[config.mk]
export PLATFORM = sky130hd
export DESIGN_NAME = noc_injector
export DESIGN_NICKNAME = d
export VERILOG_FILES = /design/src/rtl/router_pkg.sv /design/src/rtl/inj_fifo.sv /design/src/rtl/noc_injector.sv
export SDC_FILE = /design/constraint.sdc
export NUM_CORES = 1
export LEC_CHECK = 0
export ABC_AREA = 1
export CORE_MARGIN = 3
export CORE_UTILIZATION = 55
export DETAILED_ROUTE_END_ITERATION = 10
export GPL_TIMING_DRIVEN = 1
export PLACE_DENSITY = 0.79
export SETUP_SLACK_MARGIN = 0.1
export SLEW_MARGIN = 20
export SYNTH_ARGS = -nofsm -noshare
export SYNTH_HDL_FRONTEND = slang
export SYNTH_SLANG_ARGS = --single-unit
[constraint.sdc]
create_clock -name clk -period 3.2 [get_ports clk]
set_input_delay 0.64 -clock clk [delete_from_list [all_inputs] [get_ports clk]]
set_output_delay 0.64 -clock clk [all_outputs]
set_load 0.1 [all_outputs]
[src/rtl/router_pkg.sv]
// Shared types and constants for the mesh router and its network interface.
package router_pkg;

  // Coordinate field width and packet length field width
  localparam int CW   = 4;
  localparam int LENW = 8;

  // Header field offsets, counted down from the flit MSB (field MSB = n-1-offset)
  localparam int HDR_DSTX_OFS = 0;
  localparam int HDR_DSTY_OFS = CW;
  localparam int HDR_SRCX_OFS = 2 * CW;
  localparam int HDR_SRCY_OFS = 3 * CW;
  // Length field sits at the bottom of the flit
  localparam int HDR_LEN_LSB  = 0;

  // Injector control states
  typedef enum logic [1:0] {
    IDLE,
    HDR,
    PAYLOAD
  } inj_state_t;

  // Header contents independent of flit width; zero padding is added on formatting
  typedef struct packed {
    logic [CW-1:0]   dstx;
    logic [CW-1:0]   dsty;
    logic [CW-1:0]   srcx;
    logic [CW-1:0]   srcy;
    logic [LENW-1:0] len;
  } noc_hdr_t;

endpackage

[src/rtl/inj_fifo.sv]
// Payload buffer for the injector: synchronous FIFO with show-ahead head word.
// A full FIFO refuses pushes even when a pop happens in the same cycle.
module inj_fifo #(
  parameter int n     = 32,
  parameter int depth = 4
) (
  input  logic         clk,
  input  logic         rst,
  input  logic         push_valid,
  output logic         push_ready,
  input  logic [n-1:0] push_data,
  input  logic         pop,
  output logic [n-1:0] head,
  output logic         empty,
  output logic         full
);

  localparam int AW   = $clog2(depth);
  localparam int CNTW = AW + 1;

  logic [n-1:0]    mem [depth];
  logic [AW-1:0]   wr_ptr;
  logic [AW-1:0]   rd_ptr;
  logic [CNTW-1:0] count;
  logic            do_push;
  logic            do_pop;

  assign full       = (count == CNTW'(depth));
  assign empty      = (count == '0);
  assign push_ready = !full;
  assign do_push    = push_valid && !full;
  assign do_pop     = pop && !empty;
  assign head       = mem[rd_ptr];

  // Storage array; not reset since the count alone decides what is valid
  always_ff @(posedge clk) begin
    if (do_push) begin
      mem[wr_ptr] <= push_data;
    end
  end

  // Pointers wrap naturally at depth; count tracks occupancy
  always_ff @(posedge clk) begin
    if (rst) begin
      wr_ptr <= '0;
      rd_ptr <= '0;
      count  <= '0;
    end else begin
      if (do_push) begin
        wr_ptr <= wr_ptr + AW'(1);
      end
      if (do_pop) begin
        rd_ptr <= rd_ptr + AW'(1);
      end
      case ({do_push, do_pop})
        2'b10:   count <= count + CNTW'(1);
        2'b01:   count <= count - CNTW'(1);
        default: count <= count;
      endcase
    end
  end

endmodule

[src/rtl/noc_injector.sv]
// Network-interface injection stage: turns a send command plus buffered payload
// into a header flit followed by len payload flits toward the local router port.
module noc_injector
  import router_pkg::*;
#(
  parameter int n     = 32,
  parameter int srcx  = 0,
  parameter int srcy  = 0,
  parameter int depth = 4
) (
  input  logic            clk,
  input  logic            rst,
  input  logic            cmd_valid,
  output logic            cmd_ready,
  input  logic [CW-1:0]   cmd_dstx,
  input  logic [CW-1:0]   cmd_dsty,
  input  logic [LENW-1:0] cmd_len,
  input  logic            wr_valid,
  output logic            wr_ready,
  input  logic [n-1:0]    wr_data,
  output logic            out_valid,
  input  logic            out_ready,
  output logic [n-1:0]    out_data,
  output logic            out_last
);

  localparam logic [CW-1:0] SRCX_F = CW'(srcx);
  localparam logic [CW-1:0] SRCY_F = CW'(srcy);

  inj_state_t      state_q;
  inj_state_t      state_d;
  noc_hdr_t        hdr_q;
  logic [LENW-1:0] rem_q;
  logic [n-1:0]    hdr_word;
  logic [n-1:0]    fifo_head;
  logic            fifo_empty;
  logic            fifo_full;
  logic            fifo_pop;

  inj_fifo #(
    .n     (n),
    .depth (depth)
  ) u_fifo (
    .clk        (clk),
    .rst        (rst),
    .push_valid (wr_valid),
    .push_ready (wr_ready),
    .push_data  (wr_data),
    .pop        (fifo_pop),
    .head       (fifo_head),
    .empty      (fifo_empty),
    .full       (fifo_full)
  );

  // Place the latched header fields into a full-width flit, zero elsewhere
  always_comb begin
    hdr_word = '0;
    hdr_word[n-1-HDR_DSTX_OFS -: CW]        = hdr_q.dstx;
    hdr_word[n-1-HDR_DSTY_OFS -: CW]        = hdr_q.dsty;
    hdr_word[n-1-HDR_SRCX_OFS -: CW]        = hdr_q.srcx;
    hdr_word[n-1-HDR_SRCY_OFS -: CW]        = hdr_q.srcy;
    hdr_word[HDR_LEN_LSB +: LENW]           = hdr_q.len;
  end

  // Next state, handshake outputs and FIFO pop; payload flits come straight off the FIFO head
  always_comb begin
    state_d   = state_q;
    cmd_ready = 1'b0;
    out_valid = 1'b0;
    out_data  = '0;
    out_last  = 1'b0;
    fifo_pop  = 1'b0;
    case (state_q)
      IDLE: begin
        cmd_ready = 1'b1;
        if (cmd_valid) begin
          state_d = HDR;
        end
      end
      HDR: begin
        out_valid = 1'b1;
        out_data  = hdr_word;
        out_last  = (hdr_q.len == '0);
        if (out_ready) begin
          state_d = (hdr_q.len == '0) ? IDLE : PAYLOAD;
        end
      end
      PAYLOAD: begin
        out_valid = !fifo_empty;
        out_data  = fifo_head;
        out_last  = (rem_q == LENW'(1));
        if (out_ready && !fifo_empty) begin
          fifo_pop = 1'b1;
          if (rem_q == LENW'(1)) begin
            state_d = IDLE;
          end
        end
      end
      default: begin
        state_d = IDLE;
      end
    endcase
  end

  // State register, command latch and remaining-flit counter
  always_ff @(posedge clk) begin
    if (rst) begin
      state_q <= IDLE;
      hdr_q   <= '0;
      rem_q   <= '0;
    end else begin
      state_q <= state_d;
      if (state_q == IDLE && cmd_valid) begin
        hdr_q.dstx <= cmd_dstx;
        hdr_q.dsty <= cmd_dsty;
        hdr_q.srcx <= SRCX_F;
        hdr_q.srcy <= SRCY_F;
        hdr_q.len  <= cmd_len;
      end
      if (state_q == HDR && out_ready) begin
        rem_q <= hdr_q.len;
      end else if (fifo_pop) begin
        rem_q <= rem_q - LENW'(1);
      end
    end
  end

  // Full flag is exported as wr_ready by the FIFO; kept here for observability
  logic unused_full;
  assign unused_full = fifo_full;

endmodule

== Word-level counts from Yosys, hierarchy flattened ==
Memories as Yosys holds them, arrays and structs flattened. A register that Yosys moved wholly into a read port is not among the register bits.
Index checks and enable logic that the tools add are counted.

* Add/sub/neg operators: 5
* Eq/ne operators: 10
* Reductions and logical operators: 13
* Mux-type cells: 19

{| class="wikitable"
|+ Operator list
! cell !! number
|-
| one-hot mux 32 bit (2 select lines) || 1
|-
| 2-to-1 mux 8 bit || 2
|-
| 2-to-1 mux 2 bit || 7
|-
| == test 8 x 1 -> 1 bit (second input constant) || 1
|-
| zero test 8 bit || 1
|-
| inequality test 2 bit (second input constant) || 4
|-
| subtractor 8 x 1 -> 8 bit (second input constant) || 1
|-
| one-hot mux 2 bit (3 select lines) || 1
|-
| one-hot mux 3 bit (2 select lines) || 1
|-
| logical AND 1 bit || 5
|-
| 2-to-1 mux 1 bit || 5
|-
| adder 2 x 1 -> 2 bit (second input constant) || 2
|-
| == test 2 x 1 -> 1 bit (second input constant) || 2
|-
| == test 2 bit (second input constant) || 2
|-
| one-hot mux 1 bit (2 select lines) || 2
|-
| AND reduction 4 bit || 1
|-
| nonzero test 2 bit || 2
|-
| adder 3 x 1 -> 3 bit (second input constant) || 1
|-
| == test 3 bit (second input constant) || 1
|-
| zero test 3 bit || 1
|-
| subtractor 3 x 1 -> 3 bit (second input constant) || 1
|-
| zero test 1 bit || 2
|-
| zero test 2 bit || 1
|}

* Memories kept: 1
* RAM bits: 128
* Flip-flop bits (word level): 33

{| class="wikitable"
|+ Memory list
! name !! depth !! bits a word !! read ports !! clocked after Yosys merged registers in !! wr ports !! line !! RTL
|-
| u_fifo.mem || 4 || 32 || 1 || 1 || 1 || inj_fifo.sv:21 || <nowiki>logic [n-1:0] mem [depth];</nowiki>
|}

== Longest topological paths before layout ==
Gate-level depths: netlist of the first run.

* Depth in word-level cells: 8
* Gate-level depth with buffers: 11
* Gate-level depth less buffers: 11

== By module ==
A second synthesis of the first run with hierarchy kept.

* Cells, all modules: 629
* Area, all modules: 7036.7 um2

{| class="wikitable"
|+ Modules (own cells, without submodules)
! module !! sequential area each (um2) !! times used !! area an instance (um2) !! cells an instance
|-
| inj_fifo || 4023.9 || 1 || 5410.2 || 379
|-
| noc_injector || 520.5 || 1 || 1626.6 || 250
|}

== Worst setup path after synthesis of the first run ==
Ideal clock, no wire load.

* Kind: register to output
* From: register state_q[0]
* To: output port out_valid
* Stages on the path, launching flop included: 6
* Required time: 2.560 ns
* Path buffers: 1
* Data arrival time: 3.083 ns
* Setup slack: -0.523 ns
* Path through: dfxtp_1 inv_1 ha_1 buf_2 nand2_1 o21ai_0

* Longest elaborated chain between the ends: 2
* Elaborated cells between the ends (all ways): 3
* Classes of those cells: 2 x eq/ne; 1 x mux

{| class="wikitable"
|+ RTL lines
! what !! line !! RTL
|-
| from (decl) || noc_injector.sv:30 || <nowiki>inj_state_t state_q;</nowiki>
|-
| from (signal assigned) || noc_injector.sv:112 || <nowiki>state_q <= state_d;</nowiki>
|-
| == test 2 bit or == test 2 x 1 -> 1 bit (tied branches) || noc_injector.sv:73 || <nowiki>case (state_q)</nowiki>
|-
| one-hot mux 1 bit (2 select lines) * || noc_injector.sv:73 ||
|-
| to (decl) || noc_injector.sv:21 || <nowiki>output logic out_valid,</nowiki>
|}

Every way passes the cells marked *; elsewhere a longest branch is shown, timed or not.

==> impl_metrics.tcl, run 1 <==
set metrics [dict create \
    status "complete, no violations" \
    final-setup-viol-count 0 \
    yosysSeqAreaShare 0.658 \
    synth_compound_area_frac 0.134 \
    grt_pass1_wl_mm 26.3 \
    first_iter_violations 481 \
    ctsHoldBuffers 0 \
    ys_ff_latch 163 \
    grtUsageTotal 0.241 \
    cp_slowest_cell "dfxtp_2" \
    timing.final.hold_violations 0 \
    layout_commonest_cell "nor2_1" \
    crit_fanout 30 \
    synth-xor-area-share 0 \
    worstPathCellList "clkinv_2 > buf_4 > o21ai_0 > o22ai_1 > nand3_1 > o21ai_1 > buf_12" \
    synth_top_area_frac 0.556 \
    synth.area.mux_share 0 \
    gp_congestion 0.984 \
    min_period_ns 2.91 \
    wl_per_cell_um 18.1 \
    cp-start-kind "register" \
    antenna_found_initial 0 \
    portBuffers 88 \
    criticalPathCategory "register to primary output" \
    clkSlewWorstSetupHoldPaths_ns 0.07 \
    synth_nets 710 \
    wl_mm 16.6 \
    met2_length_mm 8.44 \
    rows 40 \
    grt_pass1_vias 5134 \
    fp.dieW_um 118 \
    area_growth_pct 28.0 \
    die_area_um2 13900 \
    relSlewSlack 0.478 \
    drtPass1Iterations 7 \
    cts_tree "built" \
    slowest_delay_ns 0.33 \
    synth_ff_type "edfxtp_1" \
    synth_edf_count 128 \
    overflow 0 \
    powerDensity_nw_per_um2 595 \
    path_delay_family "buffers and inverters" \
    synth_area_um2 6910 \
    critical_path_buf_inv_count 3 \
    avgSynthCellArea_um2 10.7 \
    postLayoutCellArea_um2 8840 \
    drive_gt1_frac 0.159 \
    worst_slew_pin_slew_ns 0.783 \
    grt_max_degree 65 \
    num_vias 5122 \
    final_core_util 0.727 \
    fmax_mhz 344 \
    fin_tns_setup_ns 0 \
    clock-sinks 163 \
    num_antenna_cells 0 \
    rsz0062_at_grt "false" \
    worst_setup_path_end_kind "primary output" \
    syn_inst 646 \
    synth_top_family_by_area "compound AO/OA/AOI/OAI gates" \
    synthSimpleGateAreaFrac 0.130 \
    numCtsBuffers 17 \
    p_total_mw 5.26 \
    irDropWorstVdd_mv 0.439 \
    drv_cap 0 \
    start_util 0.568 \
    cts_setup_buffers 0 \
    drtAntennaViolNets 0 \
    hpwl_mm 10.2 \
    ys_top_cells_by_area "edfxtp_1 56%, dfxtp_1 10%, nor2_1 7.2%, o21ai_0 5.7%, a21oi_1 3.5%" \
    core_area_um2 12200 \
    die_y_um 118 \
    synthAdderAreaFrac 0.0210 \
    final_cell_mix "129 x nor2_1, 128 x edfxtp_1, 78 x o21ai_0" \
    postPlaceCellArea_um2 8260 \
    drc_errors 0 \
    clockBufferDepth 2 \
    cp.required_ns 2.56 \
    ios 89 \
    yosysTopAreaCell "edfxtp_1" \
    clk_latency_ns 0.42 \
    arrival_ns 2.27 \
    leakage_nw 3.14 \
    slew_violations 0 \
    wl_met1_mm 6.64 \
    skew_ns 0.00740 \
    cts_htree_levels 4 \
    hold_path.class "register to register" \
    fin_nets 795 \
    detail_route.vias_per_cell 5.62 \
    fin_crit_sh 0.908 \
    top_layer "met4" \
    synthArstFlopShare 0 \
    yosysWarnings 0 \
    wl_met3_mm 1.06 \
    synth_cell_types 30 \
    cts_root_buffer "clkbuf_16" \
]
flip-flops by register name, summed over array words and instances, names as in the netlist, named ones only:
signal         cells
hdr_q             16
rem_q              8
state_q            2
u_fifo.count       3
u_fifo.mem       128
u_fifo.rd_ptr      2
u_fifo.wr_ptr      2
layout make-up:
class	instances	area [um^2]
clock buffer	18	429
clock inverter	14	149
fill	821	3320
inverter	43	170
multi-input combinational	407	2050
sequential	163	4550
tap	168	210
timing repair buffer	99	1290
report_power, final:
part           internal [mW]  switching, mW
Clock                   1.10          0.870
Combinational          0.262          0.552
Sequential              2.42         0.0595
kinds of logic (layout without fill, tap and decap cells):
family                     count (synthesis)  in the layout
buffers and inverters                     76            174
AOI/OAI and AO/OA                        174            174
DFF                                      163            163
and+or+nand+nor                          222            222
adders and majority gates                 11             11
stage by stage:
step	worst slack (ns)	std cells	hold WS, ns
floorplan	-0.473	646	0.436
global placement	0.527	880	0.459
detailed placement	0.480	880	0.460
CTS	0.172	912	0.468
global route	0.141	912	0.526
finish	0.293	912	0.470
what timing repair did:
item	4_1_cts	5_1_grt
hold endpoints to repair	0	0
gates resized for setup	0	2
setup endpoints to repair	0	4
path summary, 6_finish.rpt:
path,cells past startpoint,start,to,slack (ns)
setup / recovery,7,register,out_data[0],0.29
hold / removal,2,u_fifo.rd_ptr[1],u_fifo.rd_ptr[1],0.47
setup reg to reg,11,state_q[0],u_fifo.count[2],0.86
hold reg to reg,2,u_fifo.rd_ptr[1],u_fifo.rd_ptr[1],0.47
worst register-to-register path, cell delays in order, from the launching register on:
cell and delay [ns]:
dfxtp_1 0.33, inv_1 0.09, ha_1 0.40, nand2_1 0.16
nor2_4 0.17, ha_1 0.15, inv_1 0.07, fa_1 0.38
a21oi_1 0.14, o21ai_0 0.12, o21ai_0 0.16, a21oi_1 0.07
layer usage:
layer | vias up | track usage
li1 | 2413 | -
met1 | 2443 | 0.298
met2 | 225 | 0.406
met3 | 41 | 0.0596
met4 | 0 | 0.103
met5 | - | 0
cells in the mapped netlist (2+ instances only):
| cell type | n |
|---|---|
| clkbuf_2 | 2 |
| ha_1 | 10 |
| buf_2 | 12 |
| a21oi_2 | 6 |
| nand2_2 | 5 |
| inv_2 | 2 |
| inv_1 | 39 |
| buf_6 | 6 |
| nand3_1 | 23 |
| o21ai_0 | 79 |
| buf_4 | 4 |
| nor2_2 | 3 |
| clkbuf_1 | 7 |
| o21ai_1 | 22 |
| a21oi_1 | 48 |
| o21ai_2 | 2 |
| dfxtp_1 | 35 |
| o22ai_1 | 16 |
| nand2_1 | 55 |
| edfxtp_1 | 128 |
| nor2_1 | 133 |
(Power assumes the default switching activity.)
==> run 2: changes to the inputs <==
SETUP_SLACK_MARGIN = 0.2   (was 0.1)
==> impl_metrics.tcl, run 2 (synthesis gave the netlist of run 1 again) <==
set metrics [dict create \
    status "complete, no violations" \
    intPower_mw 3.75 \
    cts_tree "built" \
    worstPathCellList "inv_1 > ha_1 > inv_1 > a21oi_1 > buf_12" \
    worst_slew_pin_slew_ns 0.810 \
    switching_share 0.271 \
    ios 89 \
    holdWs_ns 0.485 \
    cp.required_ns 2.56 \
    start_util 0.568 \
    relSlewSlack 0.459 \
    fin_nets 797 \
    crit_start "state_q[1]" \
    timing.final.hold_violations 0 \
    rsz0062_at_grt "true" \
    irDropWorstVdd_mv 0.373 \
    overflow 0 \
    drc_errors 0 \
    cts_htree_levels 4 \
    fp.dieW_um 118 \
    slowest_delay_ns 0.41 \
    cts_setup_buffers 0 \
    clkSlewWorstSetupHoldPaths_ns 0.06 \
    timing.rr.start "state_q[0]" \
    clock-sinks 163 \
    portBuffers 88 \
    hpwl_mm 10.1 \
    wl_mm 15.6 \
    first_iter_violations 488 \
    critical_path_buf_inv_count 3 \
    area_growth_pct 28.7 \
    hold_depth 2 \
    grt_pass1_vias 5040 \
    wl_per_cell_um 17.0 \
    grt_max_degree 51 \
    core_area_um2 12200 \
    criticalPathCategory "register to primary output" \
    num_vias 5004 \
    cts_root_buffer "clkbuf_16" \
    drv_cap 0 \
    leakage_nw 3.15 \
    die_area_um2 13900 \
    detail_route.vias_per_cell 5.47 \
    fin_crit_sh 0.884 \
    skew_ns 0.00930 \
    hold_start "state_q[0]" \
    cp_slowest_cell "ha_1" \
    p_total_mw 5.14 \
    fmax_mhz 353 \
    hold_path.class "register to register" \
    fill_cells 805 \
    pwr-share-clk 0.358 \
    largest_reg_flops 128 \
    clk_latency_ns 0.42 \
    reg_top3 "u_fifo.mem: 128 flops, hdr_q: 16 flops, rem_q: 8 flops" \
    switchingPower_mw 1.39 \
    arrival_ns 2.19 \
    crit_fanout 12 \
    cpMostUsedCell "inv_1" \
    drtPass1Iterations 5 \
    numCtsBuffers 17 \
    final_cell_mix "129 x nor2_1, 128 x edfxtp_1, 78 x o21ai_0" \
    reg2reg_slack_ns 0.81 \
    path_delay_family "buffers and inverters" \
    pwr-share-comb 0.160 \
    powerDensity_nw_per_um2 577 \
    reg2reg_depth 11 \
    top_register "u_fifo.mem" \
    worst_setup_path_end_kind "primary output" \
    antenna_found_initial 0 \
    min_period_ns 2.83 \
    cp-start-kind "register" \
    drive_gt1_frac 0.166 \
    final-setup-viol-count 0 \
    num_antenna_cells 0 \
    drtAntennaViolNets 0 \
    gp_congestion 0.885 \
    path_depth 5 \
    die_y_um 118 \
    clockBufferDepth 2 \
    grtUsageTotal 0.229 \
    slew_violations 0 \
    layout_commonest_cell "nor2_1" \
    p_seq_frac 0.482 \
    grt_pass1_wl_mm 25.2 \
    rows 40 \
]
[run 2: cell count changes in the layout (fill, tap and decap cells not counted), moves of 2 or more]
cell / delta
a21oi_1: -6
a21oi_2: +6
buf_12: +4
clkinv_1: +3
clkinv_2: +3
inv_4: +2
inv_6: -3
inv_8: -2
[run 2: timing repair]
action                                  in CTS  in global routing
resized for setup                            0                  4
hold buffers                                 0                  0
endpoints found under the setup margin       0                 10
[run 2: cell type report]
cell class / instances / area, um^2 / area share
multi-input combinational: 407 / 2070 / 0.233
inverter: 43 / 174 / 0.0196
timing repair buffer: 101 / 1350 / 0.152
tap: 168 / 210 / 0.0236
clock inverter: 15 / 115 / 0.0129
clock buffer: 17 / 425 / 0.0478
sequential: 163 / 4550 / 0.511
[run 2: layer usage]
layer,up-vias,wire [um],part of all wire,GRT usage
met5,-,0,0,0
met4,0,211,0.014,0.0864
met3,20,1180,0.076,0.0538
met2,216,7940,0.51,0.392
met1,2352,6240,0.40,0.282
li1,2416,-,-,-
[run 2: final timing paths]
| kind | to |
|---|---|
| setup reg to reg | u_fifo.count[2] |
| setup / recovery | out_data[6] |
| hold reg to reg | state_q[0] |
| hold / removal | state_q[0] |
[run 2: worst min-delay path: cells and delay by family (launching register included)]
kind | cells | cell delay (ns)
compound gates | 1 | 0.05
flops | 1 | 0.32
simple gates | 1 | 0.06
[run 2: power by group through the flow]
stage                     clock [mW]  sequential, mW  combinational, mW
after detailed placement           0            2.52              0.807
final                           1.84            2.47              0.822
after CTS                       1.87            2.47              0.820
after floorplan                    0            2.50              0.544
after global placement             0            2.51              0.786
after global routing            1.96            2.48              0.897
[run 2: through the flow]
stage	setup WS [ns]	std cells	util	setup TNS [ns]	cell area, um^2
detailed placement	0.417	882	0.686	0	8350
CTS	0.241	914	0.731	0	8890
global route	0.191	914	0.731	0	8890
finish	0.370	914	0.731	0	8890
global placement	0.549	882	0.686	0	8350
floorplan	-0.473	646	-	-1.42	6990
